[config.mk]
export PLATFORM = sky130hd
export DESIGN_NAME = bin2bcd_seq
export DESIGN_NICKNAME = d
export VERILOG_FILES = /design/src/rtl/bin2bcd_pkg.sv /design/src/rtl/bcd_digit_adj.sv /design/src/rtl/bin2bcd_seq.sv
export SDC_FILE = /design/constraint.sdc
export NUM_CORES = 1
export LEC_CHECK = 0
export ABC_AREA = 1
export CORE_MARGIN = 2
export CORE_UTILIZATION = 49
export CTS_CLUSTER_SIZE = 28
export DETAILED_ROUTE_END_ITERATION = 10
export GPL_TIMING_DRIVEN = 0
export PLACE_DENSITY = 0.76
export RECOVER_POWER = 25
export SYNTH_ARGS = -nofsm -noshare
export SYNTH_HDL_FRONTEND = slang
export SYNTH_SLANG_ARGS = --single-unit
export TNS_END_PERCENT = 1
[constraint.sdc]
create_clock -name iCLK -period 2.6 [get_ports iCLK]
set_input_delay 0.39 -clock iCLK [delete_from_list [all_inputs] [get_ports iCLK]]
set_output_delay 0.39 -clock iCLK [all_outputs]
set_load 0.01 [all_outputs]
[src/rtl/bin2bcd_pkg.sv]
// Shared constants and types for the sequential binary-to-BCD converter.
`timescale 1ns/1ps
package bin2bcd_pkg;
   localparam int BIN_W  = 27;
   localparam int DIGITS = 8;
   localparam int BCD_W  = 4 * DIGITS;
   localparam int CNT_W  = $clog2(BIN_W);

   localparam logic [BIN_W-1:0]  BCD_MAX   = BIN_W'(10 ** DIGITS - 1);
   localparam logic [BCD_W-1:0]  BCD_NINES = {DIGITS{4'h9}};
   localparam logic [DIGITS-1:0] BLANK_RST = {{(DIGITS-1){1'b1}}, 1'b0};
   localparam logic [CNT_W-1:0]  CNT_LAST  = CNT_W'(BIN_W - 1);

   typedef enum logic {
      ST_IDLE,
      ST_SHIFT
   } state_t;
endpackage

[src/rtl/bcd_digit_adj.sv]
// One BCD nibble of the double-dabble step: add 3 when the digit is 5 or more.
`timescale 1ns/1ps
module bcd_digit_adj (
   input  logic [3:0] digit,
   output logic [3:0] adjusted
);
   // Inputs never exceed 9 here, so the sum fits in 4 bits.
   assign adjusted = (digit >= 4'd5) ? digit + 4'd3 : digit;
endmodule

[src/rtl/bin2bcd_seq.sv]
// Shift-and-add-3 binary to packed BCD converter, one input bit per clock,
// with leading-zero blank mask and saturation on out-of-range input.
`timescale 1ns/1ps
module bin2bcd_seq
   import bin2bcd_pkg::*;
(
   input  logic              iCLK,
   input  logic              iRST,
   input  logic              iStart,
   input  logic [BIN_W-1:0]  iBin,
   output logic              oBusy,
   output logic              oDone,
   output logic [BCD_W-1:0]  oBcd,
   output logic [DIGITS-1:0] oBlank,
   output logic              oOvf
);
   state_t             state;
   logic [CNT_W-1:0]   cnt;
   logic               ovf_pend;
   logic [BCD_W-1:0]   bcd_acc;
   logic [BIN_W-1:0]   bin_sr;
   logic [BCD_W-1:0]   acc_adj;
   logic [BCD_W-1:0]   acc_next;
   logic               carry_unused;
   logic [DIGITS-1:0]  blank_next;
   logic               zeros_above;

   for (genvar g = 0; g < DIGITS; g++) begin : g_adj
      bcd_digit_adj u_adj (
         .digit    (bcd_acc[4*g +: 4]),
         .adjusted (acc_adj[4*g +: 4])
      );
   end

   // The adjusted top bit only leaves the accumulator on overflow, which saturates anyway.
   assign {carry_unused, acc_next} = {acc_adj, bin_sr[BIN_W-1]};

   always_comb begin
      blank_next  = '0;
      zeros_above = 1'b1;
      for (int i = DIGITS - 1; i >= 1; i--) begin
         zeros_above   = zeros_above && (acc_next[4*i +: 4] == 4'd0);
         blank_next[i] = zeros_above;
      end
   end

   always_ff @(posedge iCLK) begin
      if (state == ST_IDLE) begin
         if (iStart) begin
            bcd_acc <= '0;
            bin_sr  <= iBin;
         end
      end else begin
         bcd_acc <= acc_next;
         bin_sr  <= {bin_sr[BIN_W-2:0], 1'b0};
      end
   end

   always_ff @(posedge iCLK or posedge iRST) begin
      if (iRST) begin
         state    <= ST_IDLE;
         cnt      <= '0;
         ovf_pend <= 1'b0;
         oBusy    <= 1'b0;
         oDone    <= 1'b0;
         oBcd     <= '0;
         oBlank   <= BLANK_RST;
         oOvf     <= 1'b0;
      end else begin
         oDone <= 1'b0;
         case (state)
            ST_IDLE: begin
               if (iStart) begin
                  state    <= ST_SHIFT;
                  cnt      <= CNT_LAST;
                  ovf_pend <= (iBin > BCD_MAX);
                  oBusy    <= 1'b1;
               end
            end
            ST_SHIFT: begin
               if (cnt == '0) begin
                  state <= ST_IDLE;
                  oBusy <= 1'b0;
                  oDone <= 1'b1;
                  if (ovf_pend) begin
                     oBcd   <= BCD_NINES;
                     oBlank <= '0;
                     oOvf   <= 1'b1;
                  end else begin
                     oBcd   <= acc_next;
                     oBlank <= blank_next;
                     oOvf   <= 1'b0;
                  end
               end else begin
                  cnt <= cnt - CNT_W'(1);
               end
            end
            default: state <= ST_IDLE;
         endcase
      end
   end
endmodule

## Word-level counts from Yosys, hierarchy flattened

Index checks and enable logic that the tools add are counted.

- Flip-flop bits (word level): 109
- Input bits: 30
- Output and inout bits: 43
- Logic and storage cells: 78

- $add $sub $neg: 9
- Magnitude comparators: 9
- Equal/unequal tests: 3
- Multiplexer cells: 26
- Bitwise gates (word level): 1
- Reduce and logical (&&, ||, !) cells: 19

Operators by type and width:

| kind | number |
|---|---|
| 32-bit two-way mux | 3 |
| 27-bit two-way mux | 2 |
| 4-bit by 3-bit >= comparator with 1-bit output (second input constant) | 8 |
| 4-bit by 2-bit adder with 4-bit output (second input constant) | 7 |
| 4-bit logical NOT | 7 |
| 4-bit two-way mux | 7 |
| 27-bit greater-than comparator (second input constant) | 1 |
| 5-bit two-way mux | 2 |
| 5-bit one-hot mux with 2 select lines | 1 |
| 8-bit two-way mux | 1 |
| 2-bit AND reduction | 4 |
| 1-bit two-way mux | 7 |
| 1-bit logical AND | 6 |
| 5-bit logical NOT | 1 |
| 5-bit by 1-bit subtractor with 5-bit output (second input constant) | 1 |
| 2-bit inequality test (second input constant) | 2 |
| 1-bit one-hot mux with 2 select lines | 2 |
| 3-bit by 2-bit adder with 3-bit output (second input constant) | 1 |
| 3-bit two-way mux | 1 |
| 2-bit by 1-bit inequality test with 1-bit output (second input constant) | 1 |
| 2-bit nonzero test | 1 |
| 1-bit inverter | 1 |

## Depth between registers and ports, before layout

Gate-level depths: netlist of run 1.

- Depth after elaboration: 10
- Depth in mapped cells: 14
- Mapped depth without buffers: 14

## Cells and area by module

A second synthesis of run 1 with hierarchy kept.

- Cells, all modules: 603
- Area, all modules: 5564.1 um^2

By module, submodules not included:

| module | times used | cells each | area each (um^2) |
|---|---|---|---|
| bin2bcd_seq | 1 | 419 | 4483.0 |
| bcd_digit_adj | 8 | 23 | 135.1 |

## Worst setup path after synthesis of run 1

OpenSTA, ideal clock, no wires.

- Path type: register to register
- Start: register state
- End: register cnt[4]
- Setup time: 128 ps
- Arrival time: 2407 ps
- Data required time: 2472 ps
- Slack: 65 ps
- Cell stages (with the launch flop): 10
- Path buffers: 0
- Period minus slack after synthesis: 2535 ps
- Cells stage by stage: dfrtp_1 -> inv_1 -> nand2_1 -> nand2_1 -> inv_2 -> nand2_1 -> inv_2 -> nand2_1 -> a21oi_1 -> o21ai_0

- Longest elaborated chain between the ends: 3
- Elaborated cells on any way between the ends: 5
- Those cells by class: 2 x eq/ne; 1 x mux; 1 x bitwise; 1 x reduce/logical

Ends and longest elaborated chain:

| what | RTL line | source |
|---|---|---|
| start, declared | bin2bcd_seq.sv:17 | `state_t state;` |
| start signal, assigned | bin2bcd_seq.sv:61 | `state <= ST_IDLE;` |
| start signal, assigned | bin2bcd_seq.sv:74 | `state <= ST_SHIFT;` |
| start signal, assigned | bin2bcd_seq.sv:82 | `state <= ST_IDLE;` |
| 1-bit inverter (no line) | -- |  |
| 2-bit inequality test (no line) | -- |  |
| 2-bit AND reduction (no line) | -- |  |
| end signal, assigned | bin2bcd_seq.sv:95 | `cnt <= cnt - CNT_W'(1);` |
| end, declared | bin2bcd_seq.sv:18 | `logic [CNT_W-1:0] cnt;` |

Parallel ways exist; a longest one is shown, timed or not.
A chain may end at the register's enable or synchronous reset.

## Worst setup path after layout of run 1

- Start: register bcd_acc[20]
- End: register oBlank[1]

- Longest elaborated chain between the ends: 10
- Elaborated cells on any way between the ends: 12
- Those cells by class: 1 x add/sub; 1 x order compare; 2 x mux; 8 x reduce/logical

Ends and longest elaborated chain:

| what | RTL line | source |
|---|---|---|
| start, declared | bin2bcd_seq.sv:20 | `logic [BCD_W-1:0] bcd_acc;` |
| start signal, assigned | bin2bcd_seq.sv:54 | `bcd_acc <= acc_next;` |
| 4-bit by 2-bit adder with 4-bit output / 4-bit by 3-bit >= comparator with 1-bit output (equally long branches) | bcd_digit_adj.sv:8 | `assign adjusted = (digit >= 4'd5) ? digit + 4'd3 : digit;` |
| 4-bit two-way mux (*) | bcd_digit_adj.sv:8 |  |
| 4-bit logical NOT | bin2bcd_seq.sv:42 | `zeros_above = zeros_above && (acc_next[4*i +: 4] == 4'd0);` |
| 1-bit logical AND | bin2bcd_seq.sv:42 |  |
| 1-bit logical AND (*) (5 in series) | bin2bcd_seq.sv:42 |  |
| 8-bit two-way mux (*) | bin2bcd_seq.sv:85 | `if (ovf_pend) begin` |
| end signal, assigned | bin2bcd_seq.sv:91 | `oBlank <= blank_next;` |
| end, declared | bin2bcd_seq.sv:14 | `output logic [DIGITS-1:0] oBlank,` |

Mark *: on every way between the ends. The rest lies on a longest branch, timed or not.

==> run metrics, run 1 <==
Ant. Diodes=0; Critical Path Max Stage Delay=0.45 ns; CP dominant cell by count=nand2_1; GRT overflow=0; fin worst setup slack=0.675 ns; Final Critical Period=1.93 ns; dpl cells=735; synth warn=0; GP Congestion=0.843; Fin Hold WS=0.479 ns; Clock Pin Slew Worst Setup and Hold Paths=0.10 ns; cells along the critical path=inv_1 -> ha_1 -> nor2_1 -> o21ai_0 -> nand2_1 -> nor2_2 -> nand3_4 -> nor2_4 -> nand4_1 -> nand2_1; first-pass GRT wire length=18.2 mm; Seq/Total Area, Yosys=58.3%; die width=106 µm; Pwr Density=1250 mW/mm²; Syn Inst Count=526; hold_buf cts=0; Worst-Margin Slew=0.834 ns; Hold EP=oBlank[4]; GRT Total Usage=20.3%; non-filler cells, final=751; IO Count=73; # rows=37; Longest Clk Path Bufs=2; Worst Path Arrival=2.24 ns; Die Y=106 µm; drt drc=0; final core area utilization=60.8%; Hold WC Path Type=register to register; hpwl dp=8.21 mm; final worst path period share=74.0%; via count=3908; Clock Sinks=108; hold_sp=oBlank[4]; Placement Setup Slack=0.483 ns; Num CTS Buffers=9; drt initial violations=158; core area=0.0103 mm²; Mapped Area=0.00514 mm²; clk_lat worst skew=0.37 ns; FILL cells=889; Antenna Violating Nets Remaining=0; Crit Reg-Reg Endpoint=oBlank[1]; # resized after CTS=0; FF-to-FF setup slack=0.67 ns; crit-path max FO=4; Avg Cell Area, Syn=9.77 µm²; Setup crit start kind=register; hold depth=2; status=complete, no violations; setup TNS=0 ns; Layout area overhead=21.5%; Max Cap Violations=0; NumNets Final=658; Leak=0.00284 µW; number of I/O port buffers=71; Slew Limit Headroom=44.4%; initial antenna violation count=0; CP max stage cell=edfxtp_1; WP buf/inv=1; CP top delay family=simple AND/OR/NAND/NOR gates; number of global-route vias before repair=3940; Reg2Reg Depth=10; die area=0.0113 mm²; clock tree from TritonCTS=yes; largest net degree at the start of global routing=42; Netlist cell types=38; Max Fclk=0.519 GHz; Setup CP Type=register to register; initial core utilization=50.0%; Final Slew Violations=0; drt pass-1 iters=4; WL/cell=14.7 µm; syn nets=574; Seq cells post-synth=108; H-Tree Depth=3; Final Hold Viols=0; Setup Skew=0.0148 ns; RR Startpoint=bcd_acc[20]; maximum VDD drop=0.000438 V; Worst setup EP type=register; setup violators final=0; drt total wl=11.0 mm; setup bufs post-CTS=0; RSZ-0062 raised after global routing=false; routed vias/inst=5.20; worst endpoint required time=2.91 ns; layout cell share with drive strength beyond 1=7.15%; Root Driver=clkbuf_8
==> layout make-up <==
type	instances	area (µm²)	share of cell area, %
multi-input cells	337	1830	29.3
well taps	136	170	2.72
clock inverters	3	46.3	0.741
inverters	65	244	3.91
plain buffers	16	72.6	1.16
flip-flops and latches	108	3000	48.0
repair buffers	73	736	11.8
clock buffers	13	149	2.38
==> tightest hold or removal path, cell delays in order (launching register included) <==
cell	delay, ns
dfstp_2	0.39
nand2_1	0.05
o21ai_1	0.05
==> per-layer routing <==
metal | wire length [µm] | vias to the layer above | global-route usage [%]
li1 | - | 1920 | -
met4 | 148 | 0 | 5.75
met3 | 524 | 14 | 4.05
met5 | 0 | - | 0
met2 | 5390 | 103 | 34.3
met1 | 4940 | 1871 | 26.9
==> worst max path at each step <==
stage | startpoint | to | slack (ns) | cells past startpoint
finish | bcd_acc[20] | oBlank[1] | 0.67 | 10
floorplan | state | cnt[4] | 0.07 | 9
detailed placement | iStart | cnt[4] | 0.48 | 10
CTS | cnt[0] | oBcd[0] | 0.67 | 7
global placement | iStart | cnt[4] | -0.96 | 10
global route | bcd_acc[20] | oBlank[1] | 0.48 | 10
==> metrics by stage <==
step,total power (µW),instance area [µm²]
after global placement,6540,6020
after CTS,7800,6260
after detailed placement,6770,6060
after floorplan,5460,5140
final,7780,6240
after global routing,8390,6240
==> sequential cells by signal, indices dropped and copies added, names as in the netlist <==
| signal | count |
|---|---|
| oDone | 1 |
| oBlank | 7 |
| cnt | 5 |
| bcd_acc | 32 |
| oBcd | 32 |
| oBusy | 1 |
| oOvf | 1 |
| ovf_pend | 1 |
| bin_sr | 27 |
| state | 1 |
==> cell families (layout without fill, tap and decap cells) <==
kind of cell / after synthesis / after routing / synth area share [%]
AND/OR/NAND/NOR: 218 / 218 / 18.5
buffers and inverters: 81 / 170 / 6.16
other: 1 / 1 / 0.0729
adder cells (fa/ha/maj): 18 / 18 / 4.38
flip-flops: 108 / 108 / 58.3
AO/OA/AOI/OAI: 91 / 91 / 11.0
XOR/XNOR: 9 / 9 / 1.53
==> cell usage after synthesis <==
cell | number | area [µm²]
a21oi_1 | 8 | 40.0
a22o_1 | 12 | 105
a2bb2oi_1 | 14 | 123
a31oi_1 | 2 | 12.5
and2_1 | 1 | 6.26
buf_1 | 5 | 18.8
buf_2 | 1 | 5.00
buf_4 | 1 | 7.51
buf_6 | 1 | 11.3
clkbuf_1 | 8 | 30.0
conb_1 | 1 | 3.75
dfrtp_1 | 42 | 1050
dfstp_2 | 7 | 184
dfxtp_1 | 1 | 20.0
edfxtp_1 | 58 | 1740
ha_1 | 18 | 225
inv_1 | 57 | 214
inv_2 | 8 | 30.0
nand2_1 | 130 | 488
nand2_4 | 1 | 11.3
nand3_1 | 18 | 90.1
nand3_4 | 1 | 17.5
nand4_1 | 9 | 56.3
nand4_2 | 1 | 12.5
nor2_1 | 42 | 158
nor2_2 | 4 | 25.0
nor2_4 | 2 | 22.5
nor2_8 | 1 | 20.0
nor3_1 | 4 | 20.0
nor4_1 | 2 | 12.5
o21a_1 | 3 | 22.5
o21ai_0 | 39 | 195
o21ai_1 | 11 | 55.1
o22a_1 | 1 | 8.76
o22ai_1 | 1 | 6.26
or2_1 | 1 | 6.26
or2_2 | 1 | 6.26
xor2_1 | 9 | 78.8
==> report_power, final <==
group	switching (µW)	total, µW	internal (µW)
Sequential	448	3250	2800
Clock	551	1030	476
Combinational	2040	3500	1460
Total	3040	7780	4730
==> cell usage in the layout, fill, tap and decap left out, types with 3 or more instances in the layout <==
cell type / synthesis / final
inv_2: 8 / 7
a22o_1: 12 / 12
clkbuf_8: 0 / 10
nand3_1: 18 / 18
clkbuf_1: 8 / 11
nand2_1: 130 / 129
dfrtp_1: 42 / 42
o21a_1: 3 / 3
ha_1: 18 / 18
nor2_2: 4 / 4
clkdlybuf4s50_1: 0 / 69
buf_1: 5 / 5
dfstp_2: 7 / 7
nor3_1: 4 / 4
inv_1: 57 / 58
o21ai_1: 11 / 11
nand4_1: 9 / 9
o21ai_0: 39 / 39
a2bb2oi_1: 14 / 14
a21oi_1: 8 / 8
edfxtp_1: 58 / 58
nor2_1: 42 / 42
xor2_1: 9 / 9
Power figures use the tool's default switching activity.
==> run 2, diff against run 1 <==
Settings changed: CORE_UTILIZATION 49 to 55, PLACE_DENSITY 0.76 to 0.8.
Clock period 2.6 ns to 1.83 ns, I/O delays scaled along.
==> run 2 against run 1 <==
  * Critical endpoint unchanged
  * Critical path depth down 1
  * Design area rose by 7.4%
  * The flow now finishes with violations (negative setup slack)
  * Non-clock buffer count grew 19
  * Critical path type unchanged
==> run metrics, run 2 (synthesized netlist as in run 1, its figures left out) <==
status=finished, violations left; failing checks=negative setup slack; Worst setup EP type=register; Die Y=101 µm; number of global-route vias before repair=3832; # rows=35; Slew Limit Headroom=47.6%; core area=0.00915 mm²; clock tree from TritonCTS=yes; Hold WC Path Type=register to register; routed vias/inst=5.48; CP max stage cell=edfxtp_1; fin worst setup slack=-0.0258 ns; final worst path period share=101%; setup TNS=-0.0364 ns; initial core utilization=56.2%; cells along the critical path=buf_4 -> ha_1 -> nand2_2 -> nand3_4 -> xor2_4 -> nand4_1 -> nor2_4 -> nand4_1 -> nand2_1; RSZ-0062 raised after global routing=true; Final Critical Period=1.86 ns; Root Driver=clkbuf_8; via count=4094; drt pass-1 iters=5; drt drc=0; Clock Sinks=108; drt total wl=12.3 mm; Setup CP Type=register to register; Worst Path Arrival=2.17 ns; Final Hold Viols=0; Worst-Margin Slew=0.784 ns; GRT overflow=0; crit-path max FO=4; GP Congestion=0.847; H-Tree Depth=3; worst endpoint required time=2.14 ns; Largest regs=bcd_acc (32), oBcd (32), bin_sr (27); commonest non-fill, non-tap cell in the layout=nand2_1; NumNets Final=679; WP buf/inv=1; Ant. Diodes=0; hold_buf cts=0; IO Count=73; setup violators final=2; most frequent cells in the layout=107 x nand2_1, 70 x clkdlybuf4s50_1, 58 x edfxtp_1, 48 x inv_1, 42 x dfrtp_1; Clock Pin Slew Worst Setup and Hold Paths=0.11 ns; first-pass GRT wire length=17.9 mm; Final Power=12500 µW; maximum VDD drop=0.000882 V; WL/cell=16.5 µm; Antenna Violating Nets Remaining=0; number of I/O port buffers=71; Critical Path Max Stage Delay=0.43 ns; Final Slew Violations=0; drt initial violations=261; initial antenna violation count=0; GRT Total Usage=22.7%; Num CTS Buffers=9; Pwr Density=1860 mW/mm²; CP dominant cell by count=nand4_1; final core area utilization=73.3%; CP top delay family=simple AND/OR/NAND/NOR gates; layout cell share with drive strength beyond 1=19.3%; Placement Setup Slack=-0.387 ns; die width=101 µm; Max Fclk=0.539 GHz; die area=0.0101 mm²; Layout area overhead=30.4%; hpwl dp=8.02 mm; Max Cap Violations=0; Leak=0.00302 µW; Setup Skew=0.0170 ns; Setup crit start kind=register; largest net degree at the start of global routing=61; clk_lat worst skew=0.38 ns; Longest Clk Path Bufs=2
## run 2: changes by cell type in the layout (fill, tap and decap cells not counted), sizes merged
cell | previous run | this run
buf | 9 | 29
bufinv | 1 | 2
clkbuf | 22 | 17
clkdlybuf4s50 | 69 | 70
clkinv | 1 | 3
dlygate4sd3 | 2 | 1
inv | 65 | 66
nand2 | 131 | 133
## run 2: report_power, final
| part | total (µW) | internal [µW] | switching, µW |
|---|---|---|---|
| Combinational | 6190 | 2670 | 3520 |
| Clock | 1640 | 779 | 858 |
| Sequential | 4680 | 3980 | 695 |
## run 2: metrics by stage
| stage | hold slack [ns] | std cells | cell area [µm²] |
|---|---|---|---|
| floorplan | 0.387 | 526 | 5150 |
| global placement | 0.458 | 708 | 6000 |
| detailed placement | 0.461 | 709 | 6020 |
| CTS | 0.263 | 725 | 6260 |
| global route | 0.481 | 747 | 6710 |
| finish | 0.473 | 747 | 6710 |
## run 2: metal layers
metal	share of wire [%]	global-route usage, %
met3	5.1	4.23
met2	51	37.3
met4	1.4	8.22
met1	42	30.2
met5	0	0
## run 2: worst reg2reg max path, delay by kind of cell (launching register included)
family | cells | cell delay [ns]
xor gates and xnor gates | 1 | 0.23
adders and majority gates | 1 | 0.20
buffers and inverters | 1 | 0.16
DFF | 1 | 0.43
and+or+nand+nor | 6 | 0.78
## run 2: final cells by class
type | instances | area, µm²
flip-flops and latches | 108 | 3000
fillers | 647 | 2450
multi-input cells | 339 | 2150
repair buffers | 92 | 872
inverters | 65 | 244
well taps | 111 | 139
clock buffers | 9 | 124
clock inverters | 7 | 98.8
plain buffers | 16 | 78.8
## run 2: final timing paths
path,startpoint,to,slack (ns),depth (start not counted)
hold reg to reg,oBlank[1],oBlank[1],0.47,2
max in group asynchronous,iRST,oBlank[3],0.33,3
setup / recovery,bcd_acc[16],oBlank[1],-0.03,9
hold / removal,oBlank[1],oBlank[1],0.47,2
min in group asynchronous,iRST,oBcd[22],0.50,2
setup reg to reg,bcd_acc[16],oBlank[1],-0.03,9
## run 2: repair_timing
item / 4_1_cts / 5_1_grt
endpoints found under the hold margin: 0 / 0
pin swaps: 0 / 29
endpoints found under the setup margin: 26 / 26
setup buffers: 0 / 20
cloned: 0 / 2
gates resized for setup: 4 / 75
